===== config.mk =====
export PLATFORM = sky130hd
export DESIGN_NAME = servo_arbiter
export DESIGN_NICKNAME = d
export VERILOG_FILES = /design/src/rtl/servo_arbiter.sv
export SDC_FILE = /design/constraint.sdc
export NUM_CORES = 1
export LEC_CHECK = 0
export ABC_CLOCK_PERIOD_IN_PS = 3750
export BUFFER_PORTS_ARGS = -buffer_cell sky130_fd_sc_hd__buf_2
export CAP_MARGIN = 5
export CORE_ASPECT_RATIO = 1.2
export CORE_MARGIN = 3
export CORE_UTILIZATION = 37
export CTS_BUF_LIST = sky130_fd_sc_hd__clkbuf_8
export CTS_CLUSTER_DIAMETER = 80
export DETAILED_ROUTE_END_ITERATION = 8
export PLACE_DENSITY = 0.57
export SLEW_MARGIN = 20
export SYNTH_ARGS = -nofsm -noshare
export SYNTH_HDL_FRONTEND = slang
export SYNTH_SLANG_ARGS = --single-unit

===== constraint.sdc =====
create_clock -name clk_50 -period 3.75 [get_ports clk_50]
set_input_delay 1.125 -clock clk_50 [delete_from_list [all_inputs] [get_ports clk_50]]
set_output_delay 1.125 -clock clk_50 [all_outputs]
set_load 0.01 [all_outputs]

===== src/rtl/servo_arbiter.sv =====
// Round-robin arbiter that grants one of four requesters exclusive use of a servo,
// drives its position for the requested number of milliseconds, then parks the servo.
module servo_arbiter #(
  parameter int          CLK_PER_MS = 50000,
  parameter logic [7:0]  HALT_POS   = 8'h50,
  parameter logic [11:0] SETTLE_MS  = 12'd2
) (
  input  logic        clk_50,
  input  logic        reset,
  input  logic [3:0]  req,
  input  logic [31:0] req_pos,
  input  logic [47:0] req_ms,
  output logic [3:0]  gnt,
  output logic [3:0]  done,
  output logic        busy,
  output logic [7:0]  motor_pos
);

  localparam int PW = (CLK_PER_MS > 1) ? $clog2(CLK_PER_MS) : 1;
  localparam logic [PW-1:0] PRE_MAX = PW'(CLK_PER_MS - 1);

  typedef enum logic [2:0] {IDLE, GRANT, HOLD, SETTLE, DONE} state_t;

  state_t        state;
  logic [1:0]    ptr;
  logic [1:0]    winner;
  logic [7:0]    lat_pos;
  logic [11:0]   lat_ms;
  logic [PW-1:0] pre_cnt;
  logic [11:0]   ms_cnt;
  logic          aborted;

  logic [7:0]    pos_arr [4];
  logic [11:0]   ms_arr  [4];
  logic [1:0]    win;
  logic          pre_wrap;
  logic [11:0]   ms_inc;

  // First requester found scanning upward from p, wrapping 3 -> 0.
  function automatic logic [1:0] rr_pick(input logic [3:0] r, input logic [1:0] p);
    logic [1:0] idx;
    rr_pick = p;
    for (int k = 3; k >= 0; k--) begin
      idx = p + 2'(k);
      if (r[idx]) rr_pick = idx;
    end
  endfunction

  always_comb begin
    for (int i = 0; i < 4; i++) begin
      pos_arr[i] = req_pos[8*i +: 8];
      ms_arr[i]  = req_ms[12*i +: 12];
    end
    win      = rr_pick(req, ptr);
    pre_wrap = (pre_cnt == PRE_MAX);
    ms_inc   = ms_cnt + 12'd1;
  end

  always_ff @(posedge clk_50) begin
    if (reset) begin
      state     <= IDLE;
      gnt       <= '0;
      done      <= '0;
      busy      <= 1'b0;
      motor_pos <= HALT_POS;
      ptr       <= '0;
      pre_cnt   <= '0;
      ms_cnt    <= '0;
      aborted   <= 1'b0;
    end else begin
      done <= '0;
      case (state)
        IDLE: begin
          motor_pos <= HALT_POS;
          if (|req) begin
            winner  <= win;
            lat_pos <= pos_arr[win];
            lat_ms  <= (ms_arr[win] == 12'd0) ? 12'd1 : ms_arr[win];
            gnt     <= 4'b0001 << win;
            busy    <= 1'b1;
            aborted <= 1'b0;
            state   <= GRANT;
          end
        end

        GRANT: begin
          pre_cnt <= '0;
          ms_cnt  <= '0;
          if (!req[winner]) begin
            aborted   <= 1'b1;
            motor_pos <= HALT_POS;
            state     <= (SETTLE_MS == 12'd0) ? DONE : SETTLE;
          end else begin
            motor_pos <= lat_pos;
            state     <= HOLD;
          end
        end

        HOLD: begin
          if (!req[winner]) begin
            // Withdrawn mid-move: park immediately and still give the full settle time.
            aborted   <= 1'b1;
            motor_pos <= HALT_POS;
            pre_cnt   <= '0;
            ms_cnt    <= '0;
            state     <= (SETTLE_MS == 12'd0) ? DONE : SETTLE;
          end else if (pre_wrap) begin
            pre_cnt <= '0;
            if (ms_inc == lat_ms) begin
              ms_cnt    <= '0;
              motor_pos <= HALT_POS;
              if (SETTLE_MS == 12'd0) begin
                done  <= gnt;
                state <= DONE;
              end else begin
                state <= SETTLE;
              end
            end else begin
              ms_cnt <= ms_inc;
            end
          end else begin
            pre_cnt <= pre_cnt + 1'b1;
          end
        end

        SETTLE: begin
          motor_pos <= HALT_POS;
          if (pre_wrap) begin
            pre_cnt <= '0;
            if (ms_inc == SETTLE_MS) begin
              ms_cnt <= '0;
              done   <= aborted ? 4'b0000 : gnt;
              state  <= DONE;
            end else begin
              ms_cnt <= ms_inc;
            end
          end else begin
            pre_cnt <= pre_cnt + 1'b1;
          end
        end

        DONE: begin
          gnt       <= '0;
          busy      <= 1'b0;
          motor_pos <= HALT_POS;
          ptr       <= winner + 2'd1;
          state     <= IDLE;
        end

        default: begin
          state <= IDLE;
          gnt   <= '0;
          busy  <= 1'b0;
        end
      endcase
    end
  end

endmodule

==> impl_metrics.toml, run 1 <==
[routing]
via_count = 3929
vias_per_cell = 5.28
wl_um = 10300
drt-pass1-iter-count = 4
postRouteAntennaNets = 0
drt-initial-drc-count = 192
wire_per_inst_um = 13.8
route.detailed.drc = 0

[logic_synthesis]
syn_inst = 500
synthSimpleGateAreaFrac = 0.263
synthArstFlopShare = 0
yosys_register_bits = 73
post-synth-top-count-cell = "nand2_1"
syn_area_sq_um = 4350
synth-edff-count = 22
synth_top_family_by_area = "simple AND/OR/NAND/NOR gates"
synth_top_area_frac = 0.235
synth_area_per_cell_sq_um = 8.70
synthAdderAreaFrac = 0.00863
netlist_top_cells_count = "81 x nand2_1, 51 x dfxtp_1, 41 x mux2i_1"
ys.flop_type = "dfxtp_1"
synth_area_leader_cell = "dfxtp_1"
yosys.cell_types.count = 64
ys_top_cells_by_area = "dfxtp_1 23%, edfxtp_1 15%, mux2i_1 9.4%"
synthMuxAreaShare = 0.0995
ys_seq_area_frac = 0.386
yosys_warnings = 0
synthesis.nets = 589
synth_xor_area_frac = 0.0503
synth_compound_area_frac = 0.143

[floorplan]
core-area_sq_um = 11200
rows = 42
ioPinCount = 103
dieArea_sq_um = 13100
die_y_um = 125
start_util = 0.387
die_w_um = 105

[layout]
diodes = 0
drive_above_1_share = 0.236
n_fill_cell = 1118
syn2layout_area_growth_pct = 18.3
nets = 674

[placed_design]
pre_cts_slack_ps = 422
finalWeightedCongestion = 0.801
hpwlAfterDp_um = 7810
io_buffers = 102

[sta]
finalMaxSlewViolations = 0
timing.fmax_mhz = 306
setup_viol = 0
tightest_slew_ps = 827
period_minus_slack_ps = 3270
fin_setup_tns_ps = 0
slew_headroom = 0.449
rsz0062_at_grt = "no"
hold_viol = 0
period_share = 0.872
timing.final.ws_setup_ps = 480
skew_ps = 9.32

[worst_hold_path]
hold_class = "register to register"

[flow_run]
drv_cap = 0

[global_route]
grt_pass1_wl_um = 17400
grt_pass1_vias = 3730
grt-ovfl-total = 0
grt_usage = 0.159
grt_max_degree = 29
antenna_found_initial = 0

[setup_path]
crit_fanout = 11
crit_chain = "ha_1, nand3_4, or2_1, and2_4, or3_1, o311a_1, or4_1, a21oi_1"
cpMaxStageDelayCell = "dfxtp_1"
endpoint_kind = "register"
crit_path_max_incr_delay_ps = 570
start_kind = "register"
crit_type = "register to register"
cp.arrival_ps = 3560
worstPathRequired_ps = 4040

[cts]
htree_levels = 3
cts.clk_slew.worst_paths_ps = 80
clock_sinks = 73
cts_resized = 0
hold_buffers = 0
ctsLongestPathBuffers = 2
clk_latency_ps = 350
cts_tree = "yes"
cts_made_buffers = 9
cts.root.buffer_cell = "clkbuf_8"
post_cts_buffers = 0

[power]
p_per_area_nw_per_um2 = 454
max-vdd-ir-drop_mv = 0.187
total_leakage_power_uw = 0.00207

[outcome]
status = "complete, no violations"
metal layers:
layer  GRT usage  wire length [um]  up-vias  share of wire
met4      0.0571               172        0          0.017
met3      0.0373               664       16          0.065
met5           0                 0        -              0
met1       0.208              4740     1807           0.46
li1            -                 -     1980              -
met2       0.255              4690      126           0.46
placed cells by master, fill, tap and decap left out, types with 4 or more instances in the layout:
master,Yosys,layout
buf_2,9,102
nand2_1,81,81
dfxtp_1,51,51
mux2i_1,41,41
nor2_1,37,36
edfxtp_1,22,22
o21ai_0,20,20
a21oi_1,18,18
and3_1,15,15
a31oi_1,13,13
xor2_1,13,13
xnor2_1,12,12
inv_1,11,11
nor3_1,11,11
nor4_1,11,11
nand3_1,10,10
nand2b_1,9,9
clkbuf_8,0,9
nor2b_1,8,8
or3_1,7,7
o221ai_1,7,7
o21a_1,6,6
and2_1,5,5
buf_4,3,5
a32o_1,4,4
registers in the layout, summed over array words and instances, names as in the netlist:
| signal | count |
|---|---|
| motor_pos | 8 |
| aborted | 1 |
| ms_cnt | 12 |
| done | 4 |
| pre_cnt | 16 |
| state | 3 |
| gnt | 4 |
| ptr | 2 |
| busy | 1 |
| lat_ms | 12 |
| winner | 2 |
| lat_pos | 8 |
worst max-delay path: cells and delay by family (launching register included):
family	cells	cell delay (ps)
and+or+nand+nor	5	1550
adders and majority gates	1	480
DFF	1	570
AOI/OAI and AO/OA	2	590
stage by stage:
step | instances | instance area (sq um) | utilization | total power (uW) | hold slack [ps]
2_1_floorplan | 500 | 4350 | - | 1470 | 454
3_3_place_gp | 728 | 4930 | 0.438 | 1670 | 456
3_5_place_dp | 728 | 4930 | 0.439 | 1690 | 440
4_1_cts | 744 | 5150 | 0.458 | 2360 | 453
5_1_grt | 744 | 5150 | 0.458 | 2480 | 468
6_report | 744 | 5150 | 0.458 | 2340 | 447
power by group:
part	switching, uW	internal [uW]	leakage [uW]
sequential	76.9	931	0.000619
combinational	393	261	0.00135
clock	303	374	0.000107
total	774	1570	0.00207
cell type report:
| cell class | instances | area, sq um | area share |
|---|---|---|---|
| inverters | 12 | 45.0 | 0.00875 |
| flip-flops and latches | 73 | 1680 | 0.327 |
| clock inverters | 7 | 93.8 | 0.0182 |
| repair buffers | 107 | 548 | 0.106 |
| multi-input cells | 382 | 2460 | 0.479 |
| well taps | 154 | 193 | 0.0374 |
| clock buffers | 9 | 124 | 0.0241 |
logic make-up after synthesis:
family / count (synthesis)
buffers and inverters: 45
adder cells (fa/ha/maj): 3
AO/OA/AOI/OAI: 92
multiplexers: 42
flip-flops: 73
XOR/XNOR: 25
AND/OR/NAND/NOR: 220
path summary, 6_finish.rpt:
path              from  slack (ps)        to  cells after the start
max          ms_cnt[0]         480  state[0]                      8
min             gnt[3]         450   done[3]                      2
min reg2reg     gnt[3]         450   done[3]                      2
max reg2reg  ms_cnt[0]         480  state[0]                      8
Power figures use the tool's default switching activity.
==> run 2, diff against run 1 <==
- RECOVER_POWER: default -> 25
==> run 2 against run 1 <==
Final cell count is the same. Sequential share of layout area grew 0.16 points. Hold slack gained 4.3 ps. Fmax shrank 0.17%. Sequential power is essentially flat. Design area shrank 0.49%. Largest cell class unchanged. Largest power group unchanged. Die area is the same. Routed wire length grew 0.16%. Critical path type unchanged.
==> impl_metrics.toml, run 2 (same netlist as run 1, synthesis figures left out) <==
[routing]
wire_per_inst_um = 13.8
postRouteAntennaNets = 0
route.detailed.drc = 0
via_count = 3941
wl_um = 10300
drt-initial-drc-count = 166
drt-pass1-iter-count = 6
vias_per_cell = 5.30

[cts]
post_cts_buffers = 0
cts_made_buffers = 9
cts.root.buffer_cell = "clkbuf_8"
ctsLongestPathBuffers = 2
clock_sinks = 73
hold_buffers = 0
cts.clk_slew.worst_paths_ps = 80
cts_tree = "yes"
htree_levels = 3
cts_resized = 0
clk_latency_ps = 350

[power]
p_per_area_nw_per_um2 = 455
power_uw = 2330
max-vdd-ir-drop_mv = 0.187
total_leakage_power_uw = 0.00200

[setup_path]
worstPathRequired_ps = 4030
ff2ff_path_depth = 8
crit_type = "register to register"
endpoint_kind = "register"
r2r_slack_ps = 470
r2r-start = "ms_cnt[0]"
start_kind = "register"
cp.arrival_ps = 3560
r2r-end = "state[0]"
crit_fanout = 11

[sta]
finalMaxSlewViolations = 0
hold_viol = 0
period_minus_slack_ps = 3280
setup_viol = 0
fin_setup_tns_ps = 0
slew_headroom = 0.371
period_share = 0.874
skew_ps = 9.51
timing.fmax_mhz = 305
rsz0062_at_grt = "no"
tightest_slew_ps = 941

[floorplan]
ioPinCount = 103
die_y_um = 125
dieArea_sq_um = 13100
rows = 42
start_util = 0.387
die_w_um = 105
core-area_sq_um = 11200

[global_route]
grt_usage = 0.159
grt_pass1_wl_um = 17400
grt_pass1_vias = 3730
grt-ovfl-total = 0
antenna_found_initial = 0
grt_max_degree = 29

[layout]
largestRegisters = "pre_cnt: 16 flops, lat_ms: 12 flops, ms_cnt: 12 flops"
regMostFlops = "pre_cnt"
final_common_cell = "buf_2"
layout_common_cells = "84 x buf_2, 81 x nand2_1, 51 x dfxtp_1, 41 x mux2i_1, 37 x nor2_1"
syn2layout_area_growth_pct = 17.8
nets = 674
largest_register_ffs = 16
diodes = 0
drive_above_1_share = 0.202

[placed_design]
hpwlAfterDp_um = 7810
io_buffers = 102
finalWeightedCongestion = 0.801

[worst_hold_path]
min_to = "done[3]"
hold_start = "gnt[3]"
hold_class = "register to register"
min_delay_path_depth = 2

[flow_run]
drv_cap = 0

[outcome]
status = "complete, no violations"
## run 2: cell types whose count changed in the layout (fill, tap and decap cells not counted)
cell / previous run / this run
o221a_2: 2 / 1
nor2_1: 36 / 37
o221a_1: 0 / 1
buf_2: 102 / 84
clkbuf_1: 0 / 18
nor2_2: 1 / 0
## run 2: stage by stage
stage / hold WS [ps] / area, sq um / setup WS [ps] / util / std cells
floorplan: 454 / 4350 / 717 / - / 500
global placement: 456 / 4930 / 496 / 0.438 / 728
detailed placement: 440 / 4930 / 422 / 0.439 / 728
CTS: 453 / 5150 / 504 / 0.458 / 744
global route: 470 / 5120 / 294 / 0.456 / 744
finish: 451 / 5120 / 474 / 0.456 / 744
## run 2: layer usage
metal	wire (um)	share of wire	track usage	vias up
met5	0	0	0	-
met4	174	0.017	0.0571	0
met3	649	0.063	0.0373	18
met2	4670	0.45	0.255	127
met1	4790	0.47	0.208	1812
li1	-	-	-	1984
## run 2: final cells by class
class / count / area (sq um)
fillers: 1124 / 6120
multi-input cells: 382 / 2460
flip-flops and latches: 73 / 1680
repair buffers: 107 / 526
well taps: 154 / 193
clock buffers: 9 / 124
clock inverters: 7 / 93.8
inverters: 12 / 45.0
## run 2: report_power, final
group	total [uW]	switching (uW)	internal [uW]
clock network	676	301	374
registers	1010	77.1	931
logic	647	393	254
total	2330	772	1560
## run 2: how the worst max path moves through the flow
| stage | from | to | slack (ps) |
|---|---|---|---|
| detailed placement | req[0] | lat_ms[0] | 420 |
| finish | ms_cnt[0] | state[0] | 470 |
| floorplan | req[0] | lat_ms[0] | 720 |
| global route | ms_cnt[0] | state[0] | 290 |
| CTS | ms_cnt[0] | state[0] | 500 |
| global placement | req[0] | lat_ms[0] | 500 |
## run 2: critical path, cell delays in order (launching register included)
cell and delay, ps:
dfxtp_1 570, ha_1 480, nand3_4 180, or2_1 340, and2_4 190, or3_1 320
o311a_1 470, or4_1 520, a21oi_1 120
==> run 3, diff against run 2 <==
- ABC_CLOCK_PERIOD_IN_PS: 3750 -> 2750
- PLACE_DENSITY: 0.57 -> 0.59
- clock period: 3.75 -> 2.75 ns (I/O delays scaled with it)
==> run 3 against run 2 <==
Sequential power is 36% higher. Count of clock-buffer cells in the layout stayed put. Die area stayed put. Clock power is 38% higher. Combinational power is 48% higher. Hold slack better by 16 ps. Global-route usage is 0.67 points higher. Via count is 2.0% higher. Register-to-register slack worse by 350 ps. Non-clock buffer count is 38 higher. Power is 40% higher. Largest power group unchanged.
==> impl_metrics.toml, run 3 (same netlist as run 1, synthesis figures left out) <==
[sta]
finalMaxSlewViolations = 0
setup_viol = 0
worst_hold_slack_ps = 467
slew_headroom = 0.586
timing.fmax_mhz = 381
hold_viol = 0
fin_setup_tns_ps = 0
period_share = 0.956
tightest_slew_ps = 619
period_minus_slack_ps = 2630
rsz0062_at_grt = "no"
skew_ps = 11.6

[placed_design]
io_buffers = 102
hpwlAfterDp_um = 8130
finalWeightedCongestion = 0.832

[cts]
cts_resized = 0
clk_latency_ps = 360
cts_made_buffers = 9
cts.clk_slew.worst_paths_ps = 80
ctsLongestPathBuffers = 2
htree_levels = 3
hold_buffers = 0
cts_tree = "yes"
post_cts_buffers = 0
cts.root.buffer_cell = "clkbuf_8"
clock_sinks = 73

[routing]
drt-pass1-iter-count = 5
postRouteAntennaNets = 0
wl_um = 10500
route.detailed.drc = 0
drt-initial-drc-count = 269
via_count = 4021
vias_per_cell = 5.14
wire_per_inst_um = 13.4

[power]
swShare = 0.328
p_clk_frac = 0.286
p_per_area_nw_per_um2 = 600
total_leakage_power_uw = 0.00220
max-vdd-ir-drop_mv = 0.299
p_sw_uw = 1070
sequentialPowerShare = 0.420
p_comb_frac = 0.294
intPower_uw = 2190

[setup_path]
crit_type = "register to register"
endpoint_kind = "register"
start_kind = "register"
crit_fanout = 4
worstPathRequired_ps = 3040
cp.arrival_ps = 2920

[floorplan]
core-area_sq_um = 11200
dieArea_sq_um = 13100
die_y_um = 125
die_w_um = 105
rows = 42
ioPinCount = 103
start_util = 0.387

[layout]
largest_register_ffs = 16
syn2layout_area_growth_pct = 24.7
multi_input_area_sq_um = 2460
layout_common_cells = "85 x buf_2, 81 x nand2_1, 51 x dfxtp_1, 41 x mux2i_1, 38 x buf_4"
nets = 712
regMostFlops = "pre_cnt"
diodes = 0
n_fill_cell = 1118
final_common_cell = "buf_2"
regArea_sq_um = 1680
largestRegisters = "pre_cnt: 16 flops, lat_ms: 12 flops, ms_cnt: 12 flops"
drive_above_1_share = 0.252

[global_route]
grt_pass1_wl_um = 18100
grt-ovfl-total = 0
grt_pass1_vias = 3917
grt_max_degree = 28
grt_usage = 0.165
antenna_found_initial = 0

[worst_hold_path]
hold_class = "register to register"

[flow_run]
drv_cap = 0

[outcome]
status = "complete, no violations"
==> run 3: cell count changes in the layout (fill, tap and decap cells not counted), sizes merged <==
cell      change
buf          +36
clkbuf        +2
clkinvlp      -1
inv           +1
==> run 3: path summary, 6_finish.rpt <==
check                           startpoint       to  slack (ps)  cells past startpoint
worst max register to register   ms_cnt[0]  done[0]         120                      8
worst max-delay path             ms_cnt[0]  done[0]         120                      8
worst min register to register      gnt[0]  done[0]         470                      2
worst min-delay path                gnt[0]  done[0]         470                      2
==> run 3: critical path, stage by stage, from the launching register on <==
cell and delay (ps):
dfxtp_1 320, ha_1 270, buf_4 180, nor4_1 170, o21ai_0 160, or3_1 410, or3_1 360, or4b_4 570
nor2_1 120
==> run 3: power groups by stage <==
stage                     clock network (uW)  logic [uW]  registers [uW]
after floorplan                            0         640            1370
after global placement                     0         951            1390
after detailed placement                   0         967            1390
after CTS                                964         971            1370
after global routing                    1010        1070            1380
final                                    931         957            1370
==> run 3: area by class of cell <==
| type | instances | share of cell area |
|---|---|---|
| multi-input cells | 382 | 0.454 |
| flip-flops and latches | 73 | 0.310 |
| repair buffers | 145 | 0.152 |
| well taps | 154 | 0.0355 |
| clock buffers | 9 | 0.0228 |
| clock inverters | 7 | 0.0171 |
| inverters | 12 | 0.00830 |
==> run 3: routing by layer <==
layer / share of wire / up-vias / global-route usage
li1: - / 2051 / -
met1: 0.46 / 1818 / 0.213
met2: 0.47 / 138 / 0.274
met3: 0.060 / 14 / 0.0389
met4: 0.016 / 0 / 0.0494
met5: 0 / - / 0
==> run 3: metrics by stage <==
stage                     std cells  area (sq um)  setup WS (ps)   util  total power (uW)
after floorplan                 500          4350           16.9      -              2010
after global placement          766          5240           30.2  0.466              2340
after detailed placement        766          5240          0.418  0.466              2360
after CTS                       782          5450            104  0.485              3300
after global routing            782          5430          0.937  0.483              3470
final                           782          5430            122  0.483              3260
